--- src/rtl/dbus_sram_bridge_pkg.sv ---
// Shared types for the data-side SRAM-port to valid/ready bus bridge.
// Holds the bridge state encoding and the latched request record.
package dbus_sram_bridge_pkg;

    localparam int W_ADDR = 32;
    localparam int W_DATA = 32;
    localparam int W_STRB = W_DATA / 8;

    typedef enum logic [2:0] {
        ST_IDLE,
        ST_REQ,
        ST_WAIT,
        ST_DONE,
        ST_DRAIN
    } dbus_state_t;

    typedef struct packed {
        logic              write;
        logic [W_STRB-1:0] wstrb;
        logic [W_ADDR-1:0] addr;
        logic [W_DATA-1:0] wdata;
    } dbus_req_t;

endpackage

--- src/rtl/bus_timeout_counter.sv ---
// Counts response-wait cycles and flags the last permitted one.
// TIMEOUT = 0 disables expiry entirely.
module bus_timeout_counter #(
    parameter int TIMEOUT = 256
) (
    input  logic clk,
    input  logic rst,
    input  logic clear,
    input  logic enable,
    output logic expire
);

    localparam int            CW   = (TIMEOUT > 1) ? $clog2(TIMEOUT) : 1;
    localparam logic [CW-1:0] LAST = CW'((TIMEOUT > 0) ? TIMEOUT - 1 : 0);

    logic [CW-1:0] count;

    always_ff @(posedge clk) begin
        if (rst || clear) begin
            count <= '0;
        end else if (enable) begin
            count <= count + CW'(1);
        end
    end

    assign expire = (TIMEOUT > 0) && enable && (count == LAST);

endmodule

--- src/rtl/dbus_sram_bridge.sv ---
// Turns a single-shot MM-stage SRAM access into one valid/ready bus
// transaction, stalling the pipe until it completes and holding read data for WB.
module dbus_sram_bridge
    import dbus_sram_bridge_pkg::*;
#(
    parameter int ADDR_W  = W_ADDR,
    parameter int DATA_W  = W_DATA,
    parameter int TIMEOUT = 256
) (
    input  logic              clk,
    input  logic              rst,
    input  logic              cpu_en,
    input  logic [3:0]        cpu_we,
    input  logic [ADDR_W-1:0] cpu_addr,
    input  logic [DATA_W-1:0] cpu_wdata,
    input  logic              cpu_hold,
    output logic [DATA_W-1:0] cpu_rdata,
    output logic              cpu_stall,
    output logic              cpu_err,
    output logic              req_valid,
    input  logic              req_ready,
    output logic              req_write,
    output logic [3:0]        req_wstrb,
    output logic [ADDR_W-1:0] req_addr,
    output logic [DATA_W-1:0] req_wdata,
    input  logic              rsp_valid,
    output logic              rsp_ready,
    input  logic [DATA_W-1:0] rsp_data,
    input  logic              rsp_err
);

    dbus_state_t state, state_nxt;
    dbus_req_t   req_q;
    logic        timed_out_q;
    logic        cnt_clear, cnt_en, expire;

    bus_timeout_counter #(.TIMEOUT(TIMEOUT)) u_timeout (
        .clk    (clk),
        .rst    (rst),
        .clear  (cnt_clear),
        .enable (cnt_en),
        .expire (expire)
    );

    // NOTE: every register here, data included, is cleared by the synchronous
    // reset so an abandoned transaction leaves no stale read data behind.
    always_ff @(posedge clk) begin
        if (rst) begin
            state       <= ST_IDLE;
            req_q       <= '0;
            timed_out_q <= 1'b0;
            cpu_rdata   <= '0;
            cpu_err     <= 1'b0;
        end else begin
            // NOTE: non-blocking throughout so every register samples pre-edge values.
            state   <= state_nxt;
            cpu_err <= 1'b0;
            case (state)
                ST_IDLE: begin
                    if (cpu_en) begin
                        req_q <= '{write: |cpu_we, wstrb: cpu_we,
                                   addr: cpu_addr, wdata: cpu_wdata};
                    end
                end
                ST_WAIT: begin
                    if (rsp_valid) begin
                        if (!req_q.write) begin
                            cpu_rdata <= rsp_err ? '0 : rsp_data;
                        end
                        timed_out_q <= 1'b0;
                        cpu_err     <= rsp_err;
                    end else if (expire) begin
                        timed_out_q <= 1'b1;
                        cpu_err     <= 1'b1;
                    end
                end
                default: ;
            endcase
        end
    end

    always_comb begin
        // NOTE: defaults first so no path through the case infers a latch.
        state_nxt = state;
        cpu_stall = 1'b0;
        req_valid = 1'b0;
        rsp_ready = 1'b0;
        cnt_clear = 1'b1;
        cnt_en    = 1'b0;
        case (state)
            ST_IDLE: begin
                cpu_stall = cpu_en;
                if (cpu_en) state_nxt = ST_REQ;
            end
            ST_REQ: begin
                req_valid = 1'b1;
                cpu_stall = 1'b1;
                if (req_ready) state_nxt = ST_WAIT;
            end
            ST_WAIT: begin
                rsp_ready = 1'b1;
                cpu_stall = 1'b1;
                cnt_clear = 1'b0;
                cnt_en    = 1'b1;
                if (rsp_valid || expire) state_nxt = ST_DONE;
            end
            ST_DONE: begin
                // The CPU keeps presenting the finished access here; it is never reissued.
                if (!cpu_hold) state_nxt = timed_out_q ? ST_DRAIN : ST_IDLE;
            end
            ST_DRAIN: begin
                // Swallow the late response of a timed-out access before starting anew.
                rsp_ready = 1'b1;
                cpu_stall = cpu_en;
                if (rsp_valid) state_nxt = ST_IDLE;
            end
            default: state_nxt = ST_IDLE;
        endcase
    end

    assign req_write = req_q.write;
    assign req_wstrb = req_q.wstrb;
    assign req_addr  = req_q.addr;
    assign req_wdata = req_q.wdata;

endmodule

--- config.mk ---
export PLATFORM = sky130hd
export DESIGN_NAME = dbus_sram_bridge
export DESIGN_NICKNAME = d
export VERILOG_FILES = /design/src/rtl/dbus_sram_bridge_pkg.sv /design/src/rtl/bus_timeout_counter.sv /design/src/rtl/dbus_sram_bridge.sv
export SDC_FILE = /design/constraint.sdc
export NUM_CORES = 1
export LEC_CHECK = 0
export CORE_MARGIN = 1.5
export CORE_UTILIZATION = 36
export DETAILED_ROUTE_END_ITERATION = 10
export GPL_ROUTABILITY_DRIVEN = 0
export MAX_ROUTING_LAYER = met4
export PLACE_DENSITY = 0.77
export SLEW_MARGIN = 20
export SYNTH_ARGS = -nofsm -noshare
export SYNTH_HDL_FRONTEND = slang
export SYNTH_HIERARCHICAL = 1
export SYNTH_SLANG_ARGS = --single-unit
--- constraint.sdc ---
create_clock -name clk -period 2.4 [get_ports clk]
set_input_delay 0.48 -clock clk [delete_from_list [all_inputs] [get_ports clk]]
set_output_delay 0.48 -clock clk [all_outputs]
set_load 0.05 [all_outputs]
### After elaboration in Yosys (flattened, before gate mapping)

Cells that the tools add are included.

| storage, ports and cells | value |
|---|---|
| register bits | 114 |
| bits of input ports | 107 |
| word-level logic and storage cells | 53 |

| operators by class | value |
|---|---|
| reduce and logical (&&, ||, !) cells | 14 |
| bitwise gates (word level) | 2 |
| mux-type cells | 17 |
| add/subtract/negate cells | 1 |
| eq/ne operators | 10 |

Operators by type and width:

| cell | number |
|---|---|
| $mux W32 | 1 |
| $mux W3 | 6 |
| $pmux W3 S5 | 1 |
| $ne A2 B2 Y1 const B | 5 |
| $add A8 B1 Y8 const B | 1 |
| $eq A8 B8 Y1 const B | 1 |
| $mux W1 | 8 |
| $reduce_or A2 Y1 | 4 |
| $eq A3 B2 Y1 const B | 2 |
| $reduce_and A5 Y1 | 1 |
| $reduce_and A2 Y1 | 2 |
| $reduce_or A4 Y1 | 1 |
| $eq A3 B1 Y1 const B | 1 |
| $eq A3 B3 Y1 const B | 1 |
| $logic_not A3 Y1 | 1 |
| $reduce_and A3 Y1 | 1 |
| $logic_or A1 B1 Y1 | 2 |
| $not A1 Y1 | 2 |
| $pmux W1 S2 | 1 |
| $reduce_bool A2 Y1 | 1 |
| $logic_and A1 B1 Y1 | 1 |

### Longest topological paths before layout

Gate-level depths: netlist of the first run.

| logic depth | value |
|---|---|
| depth after elaboration | 6 |
| mapped depth | 11 |
| gate-level depth less buffers | 7 |

### Hierarchy

Netlist of the first run, hierarchy kept.

By module, submodules not included:

| module | area each (um^2) | times used | cells an instance |
|---|---|---|---|
| dbus_sram_bridge | 4,036.4 | 1 | 487 |
| bus_timeout_counter | 354.1 | 1 | 40 |

### Worst setup path after synthesis of the first run

OpenSTA, ideal clock, no wires.

| timing | value |
|---|---|
| path type | register -> output |
| start | register state[1] |
| end | output port cpu_stall |
| buffers on the path | 1 |
| slack | 0.169 ns |
| arrival | 1.751 ns |
| cell stages (with the launch flop) | 4 |
| path through | dfxtp_1 buf_2 xnor2_1 o21ai_0 |

| between the ends | value |
|---|---|
| longest elaborated chain between the ends | 3 |

Ends and longest elaborated chain:

| what | line | RTL |
|---|---|---|
| start, declared | dbus_sram_bridge.sv:32 | `dbus_state_t state, state_nxt;` |
| start signal, assigned | dbus_sram_bridge.sv:56 | `state <= state_nxt;` |
| $eq A3 B3 Y1 (tied with other cells) | dbus_sram_bridge.sv:90 | `case (state)` |
| $reduce_or A2 Y1 (no source line) | - |  |
| $pmux W1 S2 (*) | dbus_sram_bridge.sv:90 |  |
| end, declared | dbus_sram_bridge.sv:18 | `output logic cpu_stall,` |

Mark *: on every way between the ends. The rest lies on a longest branch, timed or not.

### Final worst setup path of the first run

| timing | value |
|---|---|
| start | register req_q (netlist bit req_write) |
| end | output port req_write |

RTL lines:

| what | line | RTL |
|---|---|---|
| start, declared | dbus_sram_bridge.sv:33 | `dbus_req_t req_q;` |
| start signal, assigned | dbus_sram_bridge.sv:61 | `req_q <= '{write: \|cpu_we, wstrb: cpu_we,` |
| end, declared | dbus_sram_bridge.sv:22 | `output logic req_write,` |

No word-level cell between the ends.

==> results of run 1 <==
==> through the flow <==
stage / std cells / worst slack [ns]
global route: 875 / 0.0765
finish: 875 / 0.268
CTS: 875 / 0.248
global placement: 845 / 0.225
floorplan: 527 / 0.169
detailed placement: 845 / 0.165
==> final cells by class <==
type                       instances  area, um^2
tap                              147         184
fill                            1042        4860
multi-input combinational        360        1850
sequential                       114        2280
clock inverter                     6        55.1
inverter                           4        16.3
clock buffer                      24         492
timing repair buffer             220        2220
==> flip-flops by register name (all words and copies together), names as in the netlist <==
name	flops
state	3
req_wstrb	4
cpu_err	1
timed_out_q	1
req_wdata	32
u_timeout/count	8
req_write	1
req_addr	32
cpu_rdata	32
==> worst min path at each step <==
stage	start	endpoint	slack [ns]	depth (start not counted)
floorplan	u_timeout/count[7]$_SDFFE_PP0P_	u_timeout/count[7]$_SDFFE_PP0P_	0.46	2
global placement	req_addr[12]$_SDFFE_PP0P_	req_addr[12]$_SDFFE_PP0P_	0.44	2
detailed placement	req_addr[22]$_SDFFE_PP0P_	req_addr[22]$_SDFFE_PP0P_	0.45	2
CTS	req_addr[22]$_SDFFE_PP0P_	req_addr[22]$_SDFFE_PP0P_	0.45	2
global route	req_addr[22]$_SDFFE_PP0P_	req_addr[22]$_SDFFE_PP0P_	0.47	2
finish	req_addr[15]$_SDFFE_PP0P_	req_addr[15]$_SDFFE_PP0P_	0.45	2
==> logic make-up (layout without fill, tap and decap cells) <==
family | Yosys count | count (layout)
AO/OA/AOI/OAI | 150 | 150
multiplexers | 2 | 2
buffers and inverters | 53 | 254
XOR/XNOR | 6 | 6
AND/OR/NAND/NOR | 201 | 201
flip-flops | 114 | 114
adder cells (fa/ha/maj) | 1 | 1
==> cell usage in the layout, fill, tap and decap left out, types with 2 or more instances in the layout <==
cell type	synthesis	layout
sky130_fd_sc_hd__clkdlybuf4s50_1	0	207
sky130_fd_sc_hd__nand2_1	140	140
sky130_fd_sc_hd__dfxtp_1	114	114
sky130_fd_sc_hd__a21oi_1	106	106
sky130_fd_sc_hd__o21ai_0	38	38
sky130_fd_sc_hd__nand4b_1	32	32
sky130_fd_sc_hd__clkbuf_16	0	17
sky130_fd_sc_hd__nor2_1	9	9
sky130_fd_sc_hd__buf_4	2	9
sky130_fd_sc_hd__clkinv_2	1	6
sky130_fd_sc_hd__clkbuf_8	0	4
sky130_fd_sc_hd__buf_12	0	4
sky130_fd_sc_hd__inv_1	3	3
sky130_fd_sc_hd__nor3_1	3	3
sky130_fd_sc_hd__xnor2_1	3	3
sky130_fd_sc_hd__clkbuf_1	31	3
sky130_fd_sc_hd__xor2_1	3	3
sky130_fd_sc_hd__or3_1	3	3
sky130_fd_sc_hd__a211oi_1	2	2
sky130_fd_sc_hd__mux2i_1	2	2
sky130_fd_sc_hd__nand4_1	2	2
sky130_fd_sc_hd__nand3_1	2	2
==> routing by layer <==
layer / share of wire / up-vias / global-route usage / wire length (um)
met1: 0.41 / 2056 / 0.233 / 5510
li1: - / 2181 / - / -
met5: 0 / - / - / 0
met4: 0.043 / 0 / 0.125 / 573
met3: 0.048 / 45 / 0.0537 / 634
met2: 0.49 / 177 / 0.344 / 6570
==> power breakdown <==
group          total (uW)  internal, uW  switching (uW)
sequential           2040          1990            54.2
clock                2300          1510             796
combinational        1060           420             645
total                5410          3920            1490
==> impl_metrics.env, run 1 <==
export IMPL_globalRouteOverflowTotal=0
export IMPL_synth_adder_area_share=0.00285
export IMPL_clk_pin_slew_worst_paths_ns=0.05
export IMPL_groute_usage_overall=0.210
export IMPL_mappedNetlistArea_um2=4390
export IMPL_hpwl_mm=8.87
export IMPL_ys_flop_type="sky130_fd_sc_hd__dfxtp_1"
export IMPL_synth_distinct_cells=34
export IMPL_static_power_due_to_leakage_uw=0.00251
export IMPL_vdd_ir_drop_worst_uv=478
export IMPL_skew_ns=0.00788
export IMPL_worstPathCellList="clkdlybuf4s50_1"
export IMPL_finalCoreUtilization=0.594
export IMPL_synth_top_cells_by_count="sky130_fd_sc_hd__nand2_1, sky130_fd_sc_hd__dfxtp_1, sky130_fd_sc_hd__a21oi_1"
export IMPL_ctsRootBufferMaster="sky130_fd_sc_hd__clkbuf_16"
export IMPL_drc_errors=0
export IMPL_htree_num_levels=4
export IMPL_synth_top_family_by_area="simple AND/OR/NAND/NOR gates"
export IMPL_floorplan_die_area_um2=12900
export IMPL_r2r_start="state[2]$_SDFFE_PP0P_"
export IMPL_regToRegSetupSlack_ns=0.30
export IMPL_slowest_delay_ns=0.86
export IMPL_placementRows=40
export IMPL_max_slew_margin_rel=0.632
export IMPL_cp_buffers_inverters=1
export IMPL_worstSetupStartpoint="req_write$_SDFFE_PP0P_"
export IMPL_synthSimpleGateAreaFrac=0.226
export IMPL_timing_rr_end="u_timeout/count[7]$_SDFFE_PP0P_"
export IMPL_routed_wirelength_mm=13.3
export IMPL_unrepaired_setup_endpoints_after_global_routing="no"
export IMPL_required_worst_endpoint_ns=1.92
export IMPL_route_detailed_wl_per_inst_um=15.2
export IMPL_first_global_vias=4305
export IMPL_die_h_um=113
export IMPL_critical_path_startpoint_category="register"
export IMPL_timing_final_crit_share=0.888
export IMPL_post_cts_resized_instances=0
export IMPL_port_buffer_count=211
export IMPL_synth_compound_area_frac=0.176
export IMPL_netlist_instances=527
export IMPL_worstSkewPairLatency_ns=0.40
export IMPL_clkSinkCount=114
export IMPL_max_freq_mhz=469
export IMPL_clock_path_buffers=2
export IMPL_viasPerCell=5.10
export IMPL_timing_final_setup_violations=0
export IMPL_layout_cell_area_non_filler_um2=7100
export IMPL_final_max_slew_violation_count=0
export IMPL_fin_hold_ws_ns=0.451
export IMPL_route_vias_total=4459
export IMPL_fraction_of_synthesized_cell_area_in_xor_and_xnor_cells=0.0120
export IMPL_rr_worst_depth=6
export IMPL_worst_path_max_delay_cell="sky130_fd_sc_hd__clkdlybuf4s50_1"
export IMPL_syn_area_per_cell_um2=8.33
export IMPL_crit_cells=1
export IMPL_power_density_cell_area_nw_per_um2=762
export IMPL_outcome="completed"
export IMPL_ys_async_sr_fraction=0
export IMPL_max_slew_worst_pin_slew_ns=0.551
export IMPL_cts_buffers=17
export IMPL_postPlaceCellArea_um2=6550
export IMPL_ys_seq_elements=114
export IMPL_yosysTopAreaCell="sky130_fd_sc_hd__dfxtp_1"
export IMPL_yosys_mux_area_fraction=0.00456
export IMPL_final_hold_viol_count=0
export IMPL_hold_class="register to register"
export IMPL_floorplan_initialDensity=0.367
export IMPL_drive_gt1_frac=0.0632
export IMPL_design_portCount=212
export IMPL_placeable_core_area_um2=12000
export IMPL_synth_yosys_seq_area_share=0.520
export IMPL_antenna_left=0
export IMPL_setup_tns_after_final_layout_ns=0
export IMPL_drt_initial_drc_count=340
export IMPL_synthMostInstantiatedCell="sky130_fd_sc_hd__nand2_1"
export IMPL_mappedNetlistNets=635
export IMPL_arrival_ns=1.65
export IMPL_critical_path_peak_fanout=4
export IMPL_initial_antenna_violation_count=0
export IMPL_area_growth_syn_to_layout_pct=61.7
export IMPL_first_pass_iters=5
export IMPL_synth_top_cell_area_share=0.520
export IMPL_fp_dieW_um=113
export IMPL_finish_net_count=825
export IMPL_timing_final_crit_period_ns=2.13
export IMPL_cp_end_kind="output port"
export IMPL_totalPowerFinal_uw=5410
export IMPL_critPathCapture="req_write"
export IMPL_num_antenna_cells=0
export IMPL_synth_area_top_cells="sky130_fd_sc_hd__dfxtp_1, sky130_fd_sc_hd__a21oi_1, sky130_fd_sc_hd__nand2_1, sky130_fd_sc_hd__nand4b_1, sky130_fd_sc_hd__o21ai_0"
export IMPL_post_cts_setup_buffers=0
export IMPL_postCtsHoldBufs=0
export IMPL_count_of_flip_flops_with_a_built_in_enable_after_synthesis=0
export IMPL_path_class="register to output port"
export IMPL_cap_viol_max_count=0
export IMPL_cpLargestDelayFamily="buffers and inverters"
export IMPL_synth_yosys_warnings=6
export IMPL_clock_tree_from_tritoncts="built"
export IMPL_grt_max_degree=70
export IMPL_grt_pass1_wl_mm=20.9
Power figures use the tool's default switching activity.
==> run 2: changes to the inputs <==
- GPL_ROUTABILITY_DRIVEN: 0 -> default
- TNS_END_PERCENT: default -> 1
==> results of run 2 <==
The final DEF is identical to that of run 1; final timing and power are the same.
